### src/rtl/mem_arb_pkg.sv
// Shared types and constants for the MEM bus round-robin arbiter.
package mem_arb_pkg;

  localparam int NUM_MASTERS = 2;

  typedef logic [0:0] mem_master_id_t;

  typedef enum logic [0:0] {
    MASTER_INSTR = 1'b0,
    MASTER_DATA  = 1'b1
  } mem_master_e;

  // Returns the master that is not the given one.
  function automatic mem_master_id_t other_master(input mem_master_id_t id);
    return ~id;
  endfunction

endpackage

### src/rtl/mem_arb_id_fifo.sv
// Owner-ID FIFO: records which master issued each outstanding MEM transaction
// so that in-order responses can be steered back to it.
module mem_arb_id_fifo
  import mem_arb_pkg::*;
#(
  parameter int DEPTH = 4
) (
  input  logic           clk_i,
  input  logic           rst_i,
  input  logic           push,
  input  mem_master_id_t push_id,
  input  logic           pop,
  output logic           full,
  output logic           empty,
  output mem_master_id_t head
);

  localparam int PTR_W = $clog2(DEPTH);
  localparam int CNT_W = $clog2(DEPTH) + 1;

  mem_master_id_t   mem_r [DEPTH];
  logic [PTR_W-1:0] wr_ptr_r;
  logic [PTR_W-1:0] rd_ptr_r;
  logic [CNT_W-1:0] count_r;
  logic             push_ok_s;
  logic             pop_ok_s;

  assign full      = (count_r == CNT_W'(DEPTH));
  assign empty     = (count_r == {CNT_W{1'b0}});
  assign head      = mem_r[rd_ptr_r];
  // Overflowing pushes and underflowing pops are dropped rather than corrupting state.
  assign push_ok_s = push & ~full;
  assign pop_ok_s  = pop & ~empty;

  // Storage, pointers and occupancy; pointers wrap naturally at DEPTH (power of two).
  always_ff @(posedge clk_i) begin
    if (rst_i) begin
      wr_ptr_r <= {PTR_W{1'b0}};
      rd_ptr_r <= {PTR_W{1'b0}};
      count_r  <= {CNT_W{1'b0}};
      for (int i = 0; i < DEPTH; i++) begin
        mem_r[i] <= MASTER_INSTR;
      end
    end else begin
      if (push_ok_s) begin
        mem_r[wr_ptr_r] <= push_id;
        wr_ptr_r        <= wr_ptr_r + PTR_W'(1);
      end
      if (pop_ok_s) begin
        rd_ptr_r <= rd_ptr_r + PTR_W'(1);
      end
      case ({push_ok_s, pop_ok_s})
        2'b10:   count_r <= count_r + CNT_W'(1);
        2'b01:   count_r <= count_r - CNT_W'(1);
        default: count_r <= count_r;
      endcase
    end
  end

endmodule

### src/rtl/mem_rr_arbiter_chk.sv
// Simulation checker: flags a slave response that arrives with nothing outstanding.
module mem_rr_arbiter_chk (
  input logic clk_i,
  input logic rst_i,
  input logic s_mem_valid,
  input logic fifo_empty
);

  logic err_seen_r;

  // Sticky record of an orphan response since the last reset.
  always_ff @(posedge clk_i) begin
    if (rst_i) begin
      err_seen_r <= 1'b0;
    end else if (s_mem_valid && fifo_empty) begin
      err_seen_r <= 1'b1;
    end else begin
      err_seen_r <= err_seen_r;
    end
  end

  orphan_response_a: assert property (
    @(posedge clk_i) disable iff (rst_i)
    !(s_mem_valid && fifo_empty && !err_seen_r)
  ) else $warning("mem_rr_arbiter: slave response with no outstanding transaction, dropped");

endmodule

### src/rtl/mem_rr_arbiter.sv
// 2-to-1 round-robin MEM bus arbiter with request locking and in-order
// response routing through a small owner-ID FIFO.
module mem_rr_arbiter
  import mem_arb_pkg::*;
#(
  parameter int DATA_WIDTH      = 32,
  parameter int ADDR_WIDTH      = 32,
  parameter int MAX_OUTSTANDING = 4
) (
  input  logic                    clk_i,
  input  logic                    rst_i,
  input  logic                    m0_mem_req,
  output logic                    m0_mem_gnt,
  output logic                    m0_mem_valid,
  input  logic [ADDR_WIDTH-1:0]   m0_mem_addr,
  input  logic [DATA_WIDTH-1:0]   m0_mem_wdata,
  input  logic                    m0_mem_we,
  input  logic [DATA_WIDTH/8-1:0] m0_mem_be,
  output logic [DATA_WIDTH-1:0]   m0_mem_rdata,
  input  logic                    m1_mem_req,
  output logic                    m1_mem_gnt,
  output logic                    m1_mem_valid,
  input  logic [ADDR_WIDTH-1:0]   m1_mem_addr,
  input  logic [DATA_WIDTH-1:0]   m1_mem_wdata,
  input  logic                    m1_mem_we,
  input  logic [DATA_WIDTH/8-1:0] m1_mem_be,
  output logic [DATA_WIDTH-1:0]   m1_mem_rdata,
  output logic                    s_mem_req,
  input  logic                    s_mem_gnt,
  input  logic                    s_mem_valid,
  output logic [ADDR_WIDTH-1:0]   s_mem_addr,
  output logic [DATA_WIDTH-1:0]   s_mem_wdata,
  output logic                    s_mem_we,
  output logic [DATA_WIDTH/8-1:0] s_mem_be,
  input  logic [DATA_WIDTH-1:0]   s_mem_rdata
);

  logic [NUM_MASTERS-1:0] req_vec_s;
  mem_master_id_t         sel_s;
  mem_master_id_t         rr_last_r;
  mem_master_id_t         lock_id_r;
  logic                   lock_valid_r;
  logic                   accept_s;
  logic                   fifo_full_s;
  logic                   fifo_empty_s;
  mem_master_id_t         fifo_head_s;
  logic                   resp_s;

  assign req_vec_s = {m1_mem_req, m0_mem_req};

  // Pick the master to present: a locked (stalled) request keeps the bus,
  // otherwise a lone requester, otherwise whoever was not served last.
  always_comb begin
    sel_s = MASTER_INSTR;
    if (lock_valid_r) begin
      sel_s = lock_id_r;
    end else begin
      case (req_vec_s)
        2'b01:   sel_s = MASTER_INSTR;
        2'b10:   sel_s = MASTER_DATA;
        2'b11:   sel_s = other_master(rr_last_r);
        default: sel_s = MASTER_INSTR;
      endcase
    end
  end

  // Forward the selected master's command to the slave.
  always_comb begin
    s_mem_addr  = m0_mem_addr;
    s_mem_wdata = m0_mem_wdata;
    s_mem_we    = m0_mem_we;
    s_mem_be    = m0_mem_be;
    if (sel_s == MASTER_DATA) begin
      s_mem_addr  = m1_mem_addr;
      s_mem_wdata = m1_mem_wdata;
      s_mem_we    = m1_mem_we;
      s_mem_be    = m1_mem_be;
    end else begin
      s_mem_addr  = m0_mem_addr;
      s_mem_wdata = m0_mem_wdata;
      s_mem_we    = m0_mem_we;
      s_mem_be    = m0_mem_be;
    end
  end

  // Requests are held off while the ID FIFO has no room, and everything is
  // quiet during reset.
  assign s_mem_req  = (|req_vec_s) & ~fifo_full_s & ~rst_i;
  assign accept_s   = s_mem_req & s_mem_gnt;
  assign m0_mem_gnt = accept_s & (sel_s == MASTER_INSTR);
  assign m1_mem_gnt = accept_s & (sel_s == MASTER_DATA);

  // Responses: only valid is steered; rdata fans out to both masters.
  assign resp_s       = s_mem_valid & ~fifo_empty_s & ~rst_i;
  assign m0_mem_valid = resp_s & (fifo_head_s == MASTER_INSTR);
  assign m1_mem_valid = resp_s & (fifo_head_s == MASTER_DATA);
  assign m0_mem_rdata = s_mem_rdata;
  assign m1_mem_rdata = s_mem_rdata;

  // Round-robin history and request lock; a full FIFO leaves the lock untouched.
  always_ff @(posedge clk_i) begin
    if (rst_i) begin
      rr_last_r    <= MASTER_DATA;
      lock_valid_r <= 1'b0;
      lock_id_r    <= MASTER_INSTR;
    end else if (accept_s) begin
      rr_last_r    <= sel_s;
      lock_valid_r <= 1'b0;
      lock_id_r    <= lock_id_r;
    end else if (s_mem_req) begin
      rr_last_r    <= rr_last_r;
      lock_valid_r <= 1'b1;
      lock_id_r    <= sel_s;
    end else begin
      rr_last_r    <= rr_last_r;
      lock_valid_r <= lock_valid_r;
      lock_id_r    <= lock_id_r;
    end
  end

  mem_arb_id_fifo #(
    .DEPTH (MAX_OUTSTANDING)
  ) u_id_fifo (
    .clk_i   (clk_i),
    .rst_i   (rst_i),
    .push    (accept_s),
    .push_id (sel_s),
    .pop     (resp_s),
    .full    (fifo_full_s),
    .empty   (fifo_empty_s),
    .head    (fifo_head_s)
  );

  mem_rr_arbiter_chk u_chk (
    .clk_i       (clk_i),
    .rst_i       (rst_i),
    .s_mem_valid (s_mem_valid),
    .fifo_empty  (fifo_empty_s)
  );

endmodule

### config.mk
export PLATFORM = sky130hd
export DESIGN_NAME = mem_rr_arbiter
export DESIGN_NICKNAME = d
export VERILOG_FILES = /design/src/rtl/mem_arb_pkg.sv /design/src/rtl/mem_arb_id_fifo.sv /design/src/rtl/mem_rr_arbiter_chk.sv /design/src/rtl/mem_rr_arbiter.sv
export SDC_FILE = /design/constraint.sdc
export NUM_CORES = 1
export LEC_CHECK = 0
export ABC_AREA = 1
export ABC_CLOCK_PERIOD_IN_PS = 2050
export BUFFER_PORTS_ARGS = -buffer_cell sky130_fd_sc_hd__buf_2
export CELL_PAD_IN_SITES_DETAIL_PLACEMENT = 1
export CELL_PAD_IN_SITES_GLOBAL_PLACEMENT = 2
export CORE_MARGIN = 3
export CORE_UTILIZATION = 10
export CTS_CLUSTER_DIAMETER = 40
export CTS_CLUSTER_SIZE = 40
export DETAILED_ROUTE_END_ITERATION = 8
export PLACE_DENSITY_LB_ADDON = 0.1
export SYNTH_ARGS = -nofsm -noshare
export SYNTH_HDL_FRONTEND = slang
export SYNTH_SLANG_ARGS = --single-unit
### constraint.sdc
create_clock -name clk_i -period 2.05 [get_ports clk_i]
set_clock_uncertainty 0.15 [all_clocks]
set_input_delay 0.1025 -clock clk_i [delete_from_list [all_inputs] [get_ports clk_i]]
set_output_delay 0.1025 -clock clk_i [all_outputs]
set_load 0.1 [all_outputs]
**Word-level counts from Yosys, hierarchy flattened**

Memory sizes are Yosys's and may differ from the RTL's. A register that Yosys moved wholly into a read port is not among the register bits.
Index checks and enable logic that the tools add are counted.
W data, S select, Z words.

- Bits in registers: 10
- Bits in latches: 0
- Bits in writable memories: 4
- ROM bits: 0
- Input port bits: 176
- Output and inout bits: 138
- Logic and storage cells: 57
- Memories kept: 1

- $add $sub $neg: 4
- Multipliers: 0
- Divide/modulo/power cells: 0
- Magnitude comparators: 0
- Equal/unequal tests: 5
- Shift-type cells: 0
- Multiplexer cells: 17
- Bitwise logic cells: 18
- Reductions and logical operators: 6

Memories:

| name | depth | bits a word | rd ports | clocked after memory_dff | write ports | line | text |
|---|---|---|---|---|---|---|---|
| u_id_fifo.mem_r | 4 | 1 | 1 | 1 | 4 | mem_arb_id_fifo.sv:21 | `mem_master_id_t mem_r [DEPTH];` |

Operators with widths:

| kind | count |
|---|---|
| $mux W32 | 2 |
| $and A1 B1 Y1 | 11 |
| $mux W1 | 9 |
| $not A1 Y1 | 7 |
| $eq A2 B2 Y1 const B | 3 |
| $mux W2 | 3 |
| $pmux W3 S2 | 1 |
| $add A2 B1 Y2 const B | 2 |
| $mux W4 | 1 |
| $reduce_or A2 Y1 | 2 |
| $add A3 B1 Y3 const B | 1 |
| $eq A3 B3 Y1 const B | 1 |
| $logic_not A3 Y1 | 1 |
| $sub A3 B1 Y3 const B | 1 |
| $eq A2 B1 Y1 const B | 1 |
| $pmux W1 S2 | 1 |
| $reduce_and A2 Y1 | 1 |
| $reduce_bool A2 Y1 | 1 |
| $reduce_or A1 Y1 | 1 |

**Logic depth before layout (Yosys ltp)**

Gate-level depths: netlist (run 1).

- Depth in word-level cells: 11
- Mapped depth: 12
- Depth with buffers taken out: 12

**Modules after synthesis**

From an unflattened synthesis (run 1), not the netlist that was laid out.

- Cell total of the unflattened synthesis: 405
- Area, all modules: 2244.7 µm²

By module, submodules not included:

| module | instances | cells each | area each (µm²) | sequential area each (µm²) |
|---|---|---|---|---|
| mem_rr_arbiter | 1 | 324 | 1609.0 | 60.1 |
| mem_arb_id_fifo | 1 | 81 | 635.6 | 300.3 |

**Worst setup path before layout (run 1)**

No wires, ideal clock.

- Path kind: reg-to-output
- From: register u_id_fifo.count_r[1]
- To: output port m1_mem_valid
- Data arrival time: 2014 ps
- Required time: 1798 ps
- Slack: -216 ps
- Cell stages (with the launch flop): 5
- Path buffers: 0
- Cells stage by stage: dfxtp_1 -> nor2_1 -> nand2_1 -> nand2_1 -> a21oi_1

- Longest elaborated chain between the ends: 5

Ends and longest elaborated chain:

| element | line | text |
|---|---|---|
| start: declaration | mem_arb_id_fifo.sv:24 | `logic [CNT_W-1:0] count_r;` |
| start signal: assignment | mem_arb_id_fifo.sv:40 | `count_r <= {CNT_W{1'b0}};` |
| start signal: assignment | mem_arb_id_fifo.sv:53 | `2'b10: count_r <= count_r + CNT_W'(1);` |
| start signal: assignment | mem_arb_id_fifo.sv:54 | `2'b01: count_r <= count_r - CNT_W'(1);` |
| $logic_not A3 Y1 | mem_arb_id_fifo.sv:29 | `assign empty = (count_r == {CNT_W{1'b0}});` |
| $not A1 Y1 | mem_rr_arbiter.sv:94 | `assign resp_s = s_mem_valid & ~fifo_empty_s & ~rst_i;` |
| $and A1 B1 Y1 (2 in series) | mem_rr_arbiter.sv:94 |  |
| $and A1 B1 Y1 | mem_rr_arbiter.sv:96 | `assign m1_mem_valid = resp_s & (fifo_head_s == MASTER_DATA);` |
| end: declaration | mem_rr_arbiter.sv:22 | `output logic m1_mem_valid,` |

No other way between the ends.

**Worst setup path in the final report (run 1)**

- From: register rr_last_r
- To: output port s_mem_wdata[31]

- Longest elaborated chain between the ends: 4

Ends and longest elaborated chain:

| element | line | text |
|---|---|---|
| start: declaration | mem_rr_arbiter.sv:40 | `mem_master_id_t rr_last_r;` |
| start signal: assignment | mem_rr_arbiter.sv:107 | `rr_last_r <= sel_s;` |
| start signal: assignment | mem_rr_arbiter.sv:111 | `rr_last_r <= rr_last_r;` |
| start signal: assignment | mem_rr_arbiter.sv:115 | `rr_last_r <= rr_last_r;` |
| $not A1 Y1 | mem_arb_pkg.sv:15 | `return ~id;` |
| $pmux W1 S2 | mem_rr_arbiter.sv:58 | `case (req_vec_s)` |
| $mux W1 | mem_rr_arbiter.sv:55 | `if (lock_valid_r) begin` |
| $mux W32 | mem_rr_arbiter.sv:73 | `if (sel_s == MASTER_DATA) begin` |
| end: declaration | mem_rr_arbiter.sv:32 | `output logic [DATA_WIDTH-1:0] s_mem_wdata,` |

No other way between the ends.

==> metrics list, run 1 <==
- Worst min path class: in -> reg
* Largest net degree at the start of global routing: 72
- Setup total negative slack on the finished layout was measured at 0 ns.
* Part of the power in the clock network: 12.0%
- Category of the most critical setup path: reg -> out
- The tool flagged a number of max-cap violations equal to 0.
* Cell-by-cell trace of the critical path: nand2_1 -> nand3_2 -> o21ai_4 -> inv_2 -> buf_12 -> nand2_1 -> nand2_1 -> buf_12
- Of the total power, the share spent switching nets is between 50% and 60%.
- Filler instances: between 2k and 3k
- Number of antenna violations at the first check in global routing: 1
- Placeable core region: approximately 21000 µm²
* Clk Latency, worst-skew pair: approximately 0.25 ns
- Count of endpoints failing hold in the final timing report: 0
- Dividing total power by cell area gives a power density of slightly below 800 nW/µm².
- In this run the core area contains 53 standard-cell rows.
- Cells with a size suffix above 1 make up 44.49% of the layout.
- Routed via count divided by cell count: 3.476
* Global-route wire length before repair: roughly 17000 µm
* Wire length per cell after detailed routing: between 10 and 15 µm
- The synthesized netlist contains 23 unique library cells.
* Slew at the pin with the worst max-slew slack: just under 0.5 ns
* Nets in the synthesized netlist: 572
- Critical path fanouts, max: 49
- Synth-to-Final Area Change: 96.71%
- H-tree depth: 1
- The count of buffers added on input and output ports is between 200 and 250.
* HPWL after DPL: 9843 µm
- The die is approximately 150 µm tall.
- Total routing usage reported by global routing: 9.154%
- Gpl congestion: between 0.7 and 0.8
* Area enclosed by the die boundary: roughly 23000 µm²
- Leakage power summed over all cells: roughly 2.3 nW
- Clock root buffer: sky130_fd_sc_hd__clkbuf_16
* Synthesized area: about 2200 µm²
* Critical Path Slowest Stage Cell: sky130_fd_sc_hd__dfxtp_1
- Maximum clock insertion buffer count: 2
- Worst vdd rail ir drop: about 0.00028 V
- The detailed router placed roughly 2.9k vias in this run.
- Measured against its own limit, the worst slew margin works out to 67.36%.
* Overall routed net length: approximately 12000 µm
* Most common cell after layout, fill and taps aside: sky130_fd_sc_hd__nand2_1
* Pint: around 1.4 mW
- Buffers & Inverters on Critical Path: 3
- Once placement finished, the instance area stood at between 4000 and 5000 µm².
- The worst path needs 1.909 ns of the cycle, external delays included.
- Across all hold checks on the routed design, the worst slack comes to between 0.02 and 0.03 ns.
* Proportion of power drawn by flip-flops and latches: between 10% and 20%
- The number of pins with negative max-slew slack in the final report came to 0.
* Number of warnings printed during yosys synthesis: 0
- The die is between 150 and 200 µm wide.
* Number of DRC markers after the initial detailed-route iteration: 76
- Top achievable clock speed: ~520 MHz
- Clock-pin slew was measured on the worst setup and hold paths at approximately 0.050 ns.
- Power share of the combinational group: about 77%
- The finished layout holds just over 800 standard cells, fillers aside.
* Number of clock buffers inserted by TritonCTS: 3
- Ports: 314
- Synthesis inferred 16 register bits.
- CTS tree: built
* Antenna violation net count after detailed routing: 0
* Max stage delay on crit path: about 0.36 ns
* Summed area of non-filler cells in the final layout: 4258 µm²
- After synthesis, the mean cell area works out to between 5 and 6 µm².
- Total clock sinks: 16
- In this design, the largest share of critical-path delay is due to buffers and inverters.
- Once the floorplan was initialized, standard cells occupied between 10% and 20% of the core.
* Critical Path End Type: output port
- Required @ worst endpoint: between 1.5 and 2 ns
* Top library cells by usage in the layout, fill and taps aside: 232 x sky130_fd_sc_hd__nand2_1, 147 x sky130_fd_sc_hd__buf_2, 71 x sky130_fd_sc_hd__buf_12
- Setup repair after global routing left no endpoint under its margin.
* Total placed cells including tap cells: around 810
* Gate Count Post-Synth: 394
- Final setup fails: 0
- The flow ran to the end, and the final reports show no timing, DRC or antenna violations.
- DRC viols: 0
- For this run the aggregate overflow at the end of global routing stands at 0.
- The via count of the first global-routing pass came to between 2k and 3k.
- Most prevalent standard cell on the critical path: sky130_fd_sc_hd__nand2_1
- Startpoint Class: register
- Final period util: 93.12%
* # nets final: a little over 700
- Sequential cells were found to cover between 10% and 20% of the synthesized design area.
- Data on the critical path arrives at its endpoint at 1.66 ns.
- Summed over all nets, the switching power comes to between 1.5 and 2 mW.
- The pre-antenna-repair detailed-routing pass consisted of 4 iterations.
-- power by group through the flow --
stage	combinational (mW)	sequential, mW	clock [mW]
finish	2.54	0.360	0.394
global route	2.66	0.362	0.419
global placement	2.55	0.365	0
detailed placement	2.56	0.365	0
CTS	2.57	0.358	0.405
floorplan	2.13	0.361	0
-- per-layer routing --
metal	wire, µm	global-route usage (%)	vias up	share of wire, %
met1	4079	9.610	1290	34
met4	327	3.012	2	2.8
li1	-	-	1417	-
met3	808	2.208	30	6.8
met2	6639	17.71	111	56
met5	13	0	-	0.11
-- logic make-up (layout without fill, tap and decap cells) --
| group | after synthesis | after routing | share of synthesized area [%] |
|---|---|---|---|
| AND/OR/NAND/NOR | 254 | 254 | 45.09 |
| buffers and inverters | 101 | 251 | 31.10 |
| AO/OA/AOI/OAI | 20 | 20 | 5.261 |
| flip-flops | 16 | 16 | 16.65 |
| adder cells (fa/ha/maj) | 2 | 2 | 1.503 |
| XOR/XNOR | 1 | 1 | 0.4047 |
| other | 0 | 1 | 0 |
-- synth_stat cells --
cell,count,area share (%)
sky130_fd_sc_hd__o21ai_4,1,0.75
sky130_fd_sc_hd__buf_2,1,0.23
sky130_fd_sc_hd__buf_6,6,3.1
sky130_fd_sc_hd__inv_1,17,2.9
sky130_fd_sc_hd__nor2_2,2,0.58
sky130_fd_sc_hd__fa_1,1,0.92
sky130_fd_sc_hd__dfxtp_1,12,11
sky130_fd_sc_hd__o21ai_0,6,1.4
sky130_fd_sc_hd__nor2_1,14,2.4
sky130_fd_sc_hd__nand3b_1,1,0.35
sky130_fd_sc_hd__clkinv_1,1,0.17
sky130_fd_sc_hd__nand3_2,1,0.46
sky130_fd_sc_hd__a21oi_1,12,2.8
sky130_fd_sc_hd__xor2_1,1,0.40
sky130_fd_sc_hd__nand3_1,2,0.46
sky130_fd_sc_hd__o211ai_1,1,0.35
sky130_fd_sc_hd__nand4_1,2,0.58
sky130_fd_sc_hd__clkbuf_1,7,1.2
sky130_fd_sc_hd__edfxtp_1,4,5.5
sky130_fd_sc_hd__ha_1,1,0.58
sky130_fd_sc_hd__nand2_1,232,40
sky130_fd_sc_hd__inv_2,3,0.52
sky130_fd_sc_hd__buf_4,66,23
-- tightest hold or removal path, cell delays in order --
cell and delay [ns]:
sky130_fd_sc_hd__buf_2 0.12, sky130_fd_sc_hd__nand4_1 0.10, sky130_fd_sc_hd__a21oi_1 0.06
-- per-stage QoR --
| step | power, mW | setup WS [ns] | util (%) |
|---|---|---|---|
| after floorplan | 2.490 | 0.1023 | - |
| after global placement | 2.919 | 0.07233 | 19.60 |
| after detailed placement | 2.928 | 0.1171 | 19.60 |
| after CTS | 3.331 | 0.05625 | 19.97 |
| after global routing | 3.439 | 0.006599 | 20.12 |
| final | 3.298 | 0.1411 | 20.13 |
-- layout make-up --
| class | instances | area, µm² | area share (%) |
|---|---|---|---|
| sequential | 16 | 360.3 | 8.463 |
| inverter | 21 | 78.83 | 1.851 |
| timing repair buffer | 226 | 2246 | 52.75 |
| clock buffer | 3 | 75.07 | 1.763 |
| antenna | 1 | 2.502 | 0.05877 |
| clock inverter | 1 | 3.754 | 0.08816 |
| tap | 275 | 344.1 | 8.081 |
| multi-input combinational | 277 | 1147 | 26.95 |
-- worst paths after layout --
check	slack [ns]	startpoint	cells past startpoint	to
max reg2reg	0.18	u_id_fifo.count_r[0]	10	u_id_fifo.count_r[2]
max	0.14	rr_last_r	8	s_mem_wdata[31]
min	0.03	s_mem_gnt	3	u_id_fifo.wr_ptr_r[1]
min reg2reg	0.35	u_id_fifo.rd_ptr_r[1]	2	u_id_fifo.rd_ptr_r[1]
-- timing repair --
action                     CTS  global route
setup endpoints to repair    0             8
gates resized for setup      0             7
hold endpoints to repair     0             0
setup buffers                0             0
hold buffers                 0             0
Power figures use the tool's default switching activity.
==> run 2, diff against run 1 <==
--- a/config.mk
+++ b/config.mk
@@ -6,12 +6,12 @@
 export NUM_CORES = 1
 export LEC_CHECK = 0
 export ABC_AREA = 1
-export ABC_CLOCK_PERIOD_IN_PS = 2050
+export ABC_CLOCK_PERIOD_IN_PS = 1900
 export BUFFER_PORTS_ARGS = -buffer_cell sky130_fd_sc_hd__buf_2
 export CELL_PAD_IN_SITES_DETAIL_PLACEMENT = 1
 export CELL_PAD_IN_SITES_GLOBAL_PLACEMENT = 2
 export CORE_MARGIN = 3
-export CORE_UTILIZATION = 10
+export CORE_UTILIZATION = 11
 export CTS_CLUSTER_DIAMETER = 40
 export CTS_CLUSTER_SIZE = 40
 export DETAILED_ROUTE_END_ITERATION = 8
==> constraint.sdc (replaced) <==
create_clock -name clk_i -period 1.9 [get_ports clk_i]
set_clock_uncertainty 0.15 [all_clocks]
set_input_delay 0.095 -clock clk_i [delete_from_list [all_inputs] [get_ports clk_i]]
set_output_delay 0.095 -clock clk_i [all_outputs]
set_load 0.1 [all_outputs]
==> metrics list, run 2 (same netlist as run 1, synthesis figures left out) <==
- The run finished with clean final reports.
- The leakage dissipation was 2.363 nW (+3.0%).
* Number of vias in the routed layout: 2832 (-0.63%)
- The summed negative setup slack over all endpoints came to 0 ns (unchanged).
- HPWL after DPL: 9943 µm (+1.0%)
* Number of placement rows: 50 (-5.7%)
- Total clock sinks: 16 (unchanged)
- Overflow left after global routing: 0 (unchanged)
- The clock transition at the register clock pins on the worst setup and hold paths after CTS is 0.05 ns (about the same).
- Critical Path End Type: output port
* DRC viols: 0 (unchanged)
- H-tree depth: 1 (unchanged)
- Max stage delay on crit path: 0.32 ns (-0.04 ns)
- The global-route wire length before repair came to 17110 µm (about the same).
* Largest net degree at the start of global routing: 58 (-19%)
* Synth-to-Final Area Change: 102.7%
* Startpoint Class: register
- Routed via count divided by cell count: 3.492 (+0.47%)
- The remaining max-slew budget at the tightest pin came to 67.58% (+0.22 points).
- The detail-routed net length per standard cell was 15.29 µm (+5.6%).
* Hold Buf Count CTS: 0 (unchanged)
- The critical path goes through inv_2 -> o21ai_4 -> buf_4 -> buf_12 -> nand2_1 -> nand2_1 -> buf_12.
- Chip Width: 146.3 µm (-4.5%)
* CTS tree: built
- Number of maximum-capacitance constraint violations: 0 (unchanged)
* Clk Latency, worst-skew pair: 0.25 ns (about the same)
* Antenna violation net count after detailed routing: 0 (unchanged)
* Ports: 314 (unchanged)
* Share of post-route cells with drive strength above 1: 46.10% (+1.6 points)
- Critical path fanouts, max: 15 (-69%)
- Filler instances: 2402 (-6.7%)
* Initial Utilization: 11.38% (+1.1 points)
- Top achievable clock speed: between 500 and 600 MHz
- Number of antenna violations at the first check in global routing: 0 (-1)
* Most common cell after layout, fill and taps aside: sky130_fd_sc_hd__nand2_1
- Count of endpoints failing hold in the final timing report: 0 (unchanged)
- Area enclosed by the die boundary: 21400 µm² (-8.7%)
- The number of DRC markers in iteration 0 came to 62 (-18%).
- The count of final setup violators came to 0 (unchanged).
* Number of global-route vias before repair: 3013 (+0.80%)
* Final period util: between 90% and 100%
* Placeable core region: 19020 µm² (-10%)
* First drt pass iteration count: 4 (unchanged)
- Category of the most critical setup path: reg -> out
- On the critical path, the stage with the largest delay is an instance of sky130_fd_sc_hd__dfxtp_1.
* Maximum clock insertion buffer count: 2 (unchanged)
- In this run the worst hold path is classified as in -> reg.
- The smallest clock period supported by the final layout is computed as roughly 1.9 ns.
* Top library cells by usage in the layout, fill and taps aside: 231 x sky130_fd_sc_hd__nand2_1, 147 x sky130_fd_sc_hd__buf_2, 73 x sky130_fd_sc_hd__buf_12
* Required @ worst endpoint: 1.65 ns (-0.15 ns)
- The number of antenna repair diodes was 0 (-1).
- The power per standard cell area is 825.8 nW/µm² (+6.6%).
- Gpl congestion: 0.7388 (+1.3%)
* Port-buffer cells: 217 (unchanged)
* # nets final: 730 (+0.97%)
- Worst vdd rail ir drop: 0.0002586 V (-8.8%)
* Vertical die dimension: 146.3 µm (-4.5%)
- The number of pins with negative max-slew slack in the final report is 0 (unchanged).
- The TritonCTS buffer count was 3 (unchanged).
- Overall routed net length: 12400 µm (+4.4%)
* Total routing usage reported by global routing: 10.14% (+0.98 points)
- The worst hold-check slack came to 0.01360 ns (-0.01415 ns).
- Clock root buffer: sky130_fd_sc_hd__clkbuf_16
- The measured slew at the worst slew-check pin was 0.4896 ns (-0.003279 ns).
- Setup repair after global routing could not meet its margin everywhere.
* Arrival time worst endpoint: 1.63 ns (-0.03 ns)
-- run 2: changes by cell type in the layout (fill, tap and decap cells not counted), sizes merged --
cell	before	now
buf	225	229
clkbuf	4	7
clkinv	2	3
diode	1	0
inv	20	19
-- run 2: through the flow --
stage	cells	area (µm²)	total power [mW]	setup slack (ns)	utilization, %
after global routing	811	4388	3.790	-0.04432	23.07
after global placement	801	4164	3.153	-0.009796	21.89
after detailed placement	801	4164	3.161	-0.02720	21.89
final	811	4388	3.624	0.02009	23.07
after floorplan	394	2187	2.690	-0.01859	-
after CTS	805	4247	3.602	0.004115	22.33
-- run 2: critical path, delay by kind of cell, from the launching register on --
| kind | cells | cell delay, ns |
|---|---|---|
| AOI/OAI and AO/OA | 1 | 0.23 |
| buffers and inverters | 4 | 0.61 |
| DFF | 1 | 0.32 |
| and+or+nand+nor | 2 | 0.22 |
-- run 2: layout make-up --
class | count | area (µm²) | area share, %
clock inverters | 1 | 3.754 | 0.08554
flip-flops and latches | 16 | 362.8 | 8.269
repair buffers | 233 | 2372 | 54.06
clock buffers | 3 | 75.07 | 1.711
multi-input cells | 277 | 1165 | 26.55
inverters | 21 | 83.83 | 1.910
well taps | 260 | 325.3 | 7.414
-- run 2: where the power goes --
| part | internal, mW | switching (mW) |
|---|---|---|
| Sequential | 0.375 | 0.0164 |
| Combinational | 0.951 | 1.86 |
| Clock | 0.280 | 0.138 |
-- run 2: layer usage --
metal  track usage [%]  routed length [µm]
met5                 0                   0
met4             2.728                 262
met3             2.669                 931
met2             20.28                6899
met1             10.23                4304
-- run 2: final timing paths --
check	slack [ns]	start	to	cells past startpoint
hold reg to reg	0.34	u_id_fifo.rd_ptr_r[1]	u_id_fifo.rd_ptr_r[1]	2
hold / removal	0.01	s_mem_gnt	u_id_fifo.wr_ptr_r[1]	3
setup reg to reg	0.08	u_id_fifo.count_r[1]	u_id_fifo.count_r[2]	10
setup / recovery	0.02	lock_valid_r	s_mem_addr[25]	7
-- run 2: what timing repair did --
item / in CTS / in global routing
buffers inserted: 0 / 2
pin swaps: 0 / 3
gates resized for setup: 2 / 11
setup endpoints to repair: 1 / 27
gates cloned: 0 / 4
